[config.mk]
export PLATFORM = sky130hd
export DESIGN_NAME = serial_magnitude_comparator
export DESIGN_NICKNAME = d
export VERILOG_FILES = /design/src/rtl/serial_magnitude_comparator_pkg.sv /design/src/rtl/serial_magnitude_comparator_cmp_bit_cell.sv /design/src/rtl/serial_magnitude_comparator.sv
export SDC_FILE = /design/constraint.sdc
export NUM_CORES = 1
export LEC_CHECK = 0
export BUFFER_PORTS_ARGS = -buffer_cell sky130_fd_sc_hd__buf_2
export CAP_MARGIN = 20
export CORE_AREA = 2 2 55 57
export DETAILED_ROUTE_END_ITERATION = 12
export DIE_AREA = 0 0 57 59
export GPL_TIMING_DRIVEN = 1
export SYNTH_ARGS = -nofsm -noshare
export SYNTH_HDL_FRONTEND = slang
export SYNTH_SLANG_ARGS = --single-unit
[constraint.sdc]
create_clock -name clk -period 4.9 [get_ports clk]
set_input_delay 0.735 -clock clk [delete_from_list [all_inputs] [get_ports clk]]
set_output_delay 0.735 -clock clk [all_outputs]
set_load 0.01 [all_outputs]
[src/rtl/serial_magnitude_comparator_pkg.sv]
// serial_magnitude_comparator_pkg: FSM state and decision encodings shared by the comparator files.
package serial_magnitude_comparator_pkg;
    typedef enum logic [1:0] {IDLE, COMPARE, DONE} state_t;
    typedef enum logic [1:0] {UNDECIDED, GT, LT} dec_t;
endpackage

[src/rtl/serial_magnitude_comparator_cmp_bit_cell.sv]
// cmp_bit_cell: folds one MSB-first bit pair into the running decision; the first differing pair wins.
module cmp_bit_cell
    import serial_magnitude_comparator_pkg::*;
(
    input  logic [1:0] dec_in,
    input  logic       a_bit,
    input  logic       b_bit,
    output logic [1:0] dec_out
);
    always_comb begin
        dec_out = (dec_in != UNDECIDED || a_bit == b_bit) ? dec_in : (a_bit ? GT : LT);
    end
endmodule

[src/rtl/serial_magnitude_comparator.sv]
// serial_magnitude_comparator: MSB-first bit-serial compare of A and B with a one-cycle result pulse.
module serial_magnitude_comparator
    import serial_magnitude_comparator_pkg::*;
#(
    parameter int MAX_BITS = 16,
    parameter int CNT_W    = 5
) (
    input  logic             clk,
    input  logic             rst,
    input  logic             bit_valid,
    output logic             bit_ready,
    input  logic             a_bit,
    input  logic             b_bit,
    input  logic             bit_last,
    output logic             res_valid,
    output logic             a_gt_b,
    output logic             a_eq_b,
    output logic             a_lt_b,
    output logic             overflow,
    output logic [CNT_W-1:0] bit_count
);
    state_t           state, state_nxt;
    logic [1:0]       dec, dec_prev, dec_nxt;
    logic [CNT_W-1:0] cnt_nxt;
    logic             xfer, finish;

    cmp_bit_cell u_cell (
        .dec_in (dec_prev),
        .a_bit  (a_bit),
        .b_bit  (b_bit),
        .dec_out(dec_nxt)
    );

    // The first pair of a comparison always starts from UNDECIDED, whatever dec still holds.
    always_comb begin
        bit_ready = state != DONE;
        res_valid = state == DONE;
        xfer      = bit_valid && bit_ready;
        dec_prev  = state == IDLE ? UNDECIDED : dec;
        cnt_nxt   = state == IDLE ? CNT_W'(1) : bit_count + 1'b1;
        finish    = xfer && (bit_last || cnt_nxt == CNT_W'(MAX_BITS));
        state_nxt = state == DONE ? IDLE : finish ? DONE : xfer ? COMPARE : state;
    end

    always_ff @(posedge clk or posedge rst) begin
        if (rst) begin
            state     <= IDLE;
            dec       <= UNDECIDED;
            bit_count <= '0;
            a_gt_b    <= 1'b0;
            a_eq_b    <= 1'b1;
            a_lt_b    <= 1'b0;
            overflow  <= 1'b0;
        end else begin
            state <= state_nxt;
            if (xfer) begin
                dec       <= dec_nxt;
                bit_count <= cnt_nxt;
            end
            if (finish) begin
                a_gt_b   <= dec_nxt == GT;
                a_eq_b   <= dec_nxt == UNDECIDED;
                a_lt_b   <= dec_nxt == LT;
                overflow <= !bit_last;
            end
        end
    end
endmodule

==> key figures <==
Run status
  • Outcome: completed

Setup path
  • R2R setup slack: 2.98 ns
  • Max FO, Critical Path: 13
  • Worst path required time: 4.16 ns
  • Worst setup path class: register to primary output
  • Crit Reg-Reg Endpoint: a_eq_b$_DFFE_PP1P_
  • Reg2Reg Launch Point: bit_count[0]$_DFFE_PP0P_
  • CP arrival: between 1 and 1.5 ns
  • Worst r2r path cells: 5
  • Crit. End Element: primary output
  • Startpoint Class: register

Synth
  • Top cells by area, synth: dfrtp_1 38%, nand2_1 5.3%, o21ai_0 5.1%
  • Cell variety after synth: 34
  • Post-Syn Instances: 83
  • Synth Area per Inst: 9.47 um^2
  • Main flop type after synthesis: dfrtp_1
  • Syn nets: 90
  • Post-synth EDFFs: 0
  • Top-count cell post-synth: dfrtp_1
  • Synth top area share: 38.2%
  • Yosys top cell by area: dfrtp_1
  • Sequential-to-total area share from yosys stat: 41.6%
  • Synth warn: 0
  • Mapped cell area: about 800 um^2
  • Register bit total from synthesis: 13
  • Ys async rst share: 100%
  • Top post-synthesis cells by count: 12 x dfrtp_1, 11 x nand2_1, 8 x o21ai_0

Global routing
  • Layer with the highest usage: met2
  • Global-route usage over all layers: a little under an eighth
  • Met2 GRT Util: 19.0%
  • Met1 Track Usage GR: 15.4%
  • First-pass GRT wire length: 2990 um
  • Initial antenna violation count: 0
  • Overflow after GRT: 0
  • Largest net degree at the start of global routing: 14
  • Vias in the first global route: ~640
  • Met3 Usage GRT: 2.18%

Timing
  • Least-Margin Pin Slew: approximately 0.48 ns
  • Slew Limit Fails: 0
  • F_max: 469 MHz
  • Final setup viols: 0
  • Period minus WS final: between 2 and 2.5 ns
  • Period utilisation layout: 43.5%
  • RSZ-0062 raised after global routing: false
  • Slew headroom: 67.7%
  • Clock skew: around 0.0054 ns
  • Setup TNS Final: 0 ns
  • Endpoints failing hold: 0

CTS
  • Hold_buf cts: 0
  • Clk slew on worst S/H paths: 0.09 ns
  • Post-CTS Setup Inserts: 0
  • CTS root buffer: clkbuf_4
  • Post-cts resize count: 0
  • Clk_lat worst skew: 0.28 ns
  • TritonCTS clock tree: done
  • Num CTS Buffers: 3
  • H-tree levels: 1
  • Clock Sinks: 13
  • Clk buf depth: 2

Cells and area
  • Nets: 107
  • Area Overhead vs Synth: 15.8%
  • Antenna cells: 0
  • Share of post-route cells with drive strength above 1: 31.3%

Die
  • Die area: 3360 um^2
  • I/O pin cnt: 17
  • Core Region: ~2700 um^2
  • Die X: 57 um
  • Row count: 19
  • Initial Utilization: 29.0%
  • Die Height: 59 um

Route
  • Number of DRC markers after the initial detailed-route iteration: 10
  • DRC: 0
  • WL/cell: between 10 and 15 um
  • Via count: 660
  • DR vias/cell: 5.08
  • DR pass1 iterations: 4
  • Routed wire length: 1740 um
  • Post-DRT Antenna Nets: 0

Job
  • Max-cap violations: 0

Hold path
  • Hold Crit Class: input pin to asynchronous set/reset pin

Placement
  • GP Congestion: 0.750
  • Port Buf Inserts: 16
  • DP HPWL: roughly 1300 um

Power and ir drop
  • Tot Pwr: 0.000462 W
  • Max IR drop VDD: 215 uV
  • Pwr dens: 508 nW/um^2
  • Leakage power: a little over 0.4 nW
-- kinds of logic (layout without fill, tap and decap cells) --
logic type               Yosys count  in the layout  share of synthesized area [%]
buffers and inverters              9             25                           5.25
multiplexers                       3              3                           4.46
flip-flops                        13             13                           41.6
adder cells (fa/ha/maj)            1              1                           1.59
AO/OA/AOI/OAI                     27             27                           26.6
AND/OR/NAND/NOR                   30             30                           20.5
-- power breakdown --
group | switching (W) | leakage, nW | total, W | internal, W
combinational | 0.000105 | 0.237 | 0.000197 | 0.0000917
sequential | 0.0000526 | 0.160 | 0.000199 | 0.000146
clock | 0.0000365 | 0.0177 | 0.0000667 | 0.0000303
total | 0.000194 | 0.414 | 0.000462 | 0.000268
-- how the worst max path moves through the flow --
stage	start	endpoint	slack, ns	depth (start not counted)
after floorplan	bit_count[0]$_DFFE_PP0P_	a_eq_b$_DFFE_PP1P_	3.08	5
after global placement	bit_count[0]$_DFFE_PP0P_	a_eq_b$_DFFE_PP1P_	3.08	5
after detailed placement	bit_count[0]$_DFFE_PP0P_	a_eq_b$_DFFE_PP1P_	3.01	5
after CTS	state[0]$_DFFE_PP0P_	res_valid	2.75	3
after global routing	state[0]$_DFFE_PP0P_	res_valid	2.66	3
final	state[0]$_DFFE_PP0P_	res_valid	2.77	3
-- flip-flops by register name (all words and copies together), names as in the netlist --
name,cells
a_lt_b,1
dec,2
overflow,1
bit_count,5
a_gt_b,1
a_eq_b,1
state,2
-- critical path, cell delays in order, from the launching register on --
cell and delay [ns]:
dfrtp_1 0.53, nand2b_1 0.28, inv_1 0.16, buf_2 0.15
-- metal layers --
layer | up-vias | wire length, um
met5 | - | 0
met4 | 0 | 0
met3 | 0 | 44
met2 | 8 | 879
met1 | 310 | 820
li1 | 342 | -
-- stage by stage --
stage / cells / util [%] / hold slack, ns / setup WS (ns) / instance area (um^2)
4_1_cts: 130 / 33.6 / 0.464 / 2.75 / 910
3_5_place_dp: 126 / 32.5 / 0.480 / 3.01 / 882
5_1_grt: 130 / 33.6 / 0.491 / 2.66 / 910
2_1_floorplan: 83 / - / 0.487 / 3.08 / 786
6_report: 130 / 33.6 / 0.457 / 2.77 / 910
3_3_place_gp: 126 / 32.5 / 0.476 / 3.08 / 882
-- cell type report --
| class | count | area, um^2 |
|---|---|---|
| Clock buffer | 3 | 22.5 |
| Clock inverter | 1 | 5.00 |
| Fill cell | 298 | 1800 |
| Inverter | 5 | 18.8 |
| Multi-Input combinational cell | 61 | 418 |
| Sequential cell | 13 | 327 |
| Tap cell | 31 | 38.8 |
| Timing Repair Buffer | 16 | 80.1 |
-- placed cells by master (no fill, tap or decap), types with 3 or more instances in the layout --
| master | instances |
|---|---|
| buf_2 | 16 |
| dfrtp_1 | 12 |
| nand2_1 | 11 |
| o21ai_0 | 8 |
| inv_1 | 5 |
| nand3_1 | 5 |
| nor2_1 | 4 |
| o31ai_1 | 4 |
| o21a_1 | 3 |
| clkbuf_4 | 3 |
Power figures use the tool's default switching activity.
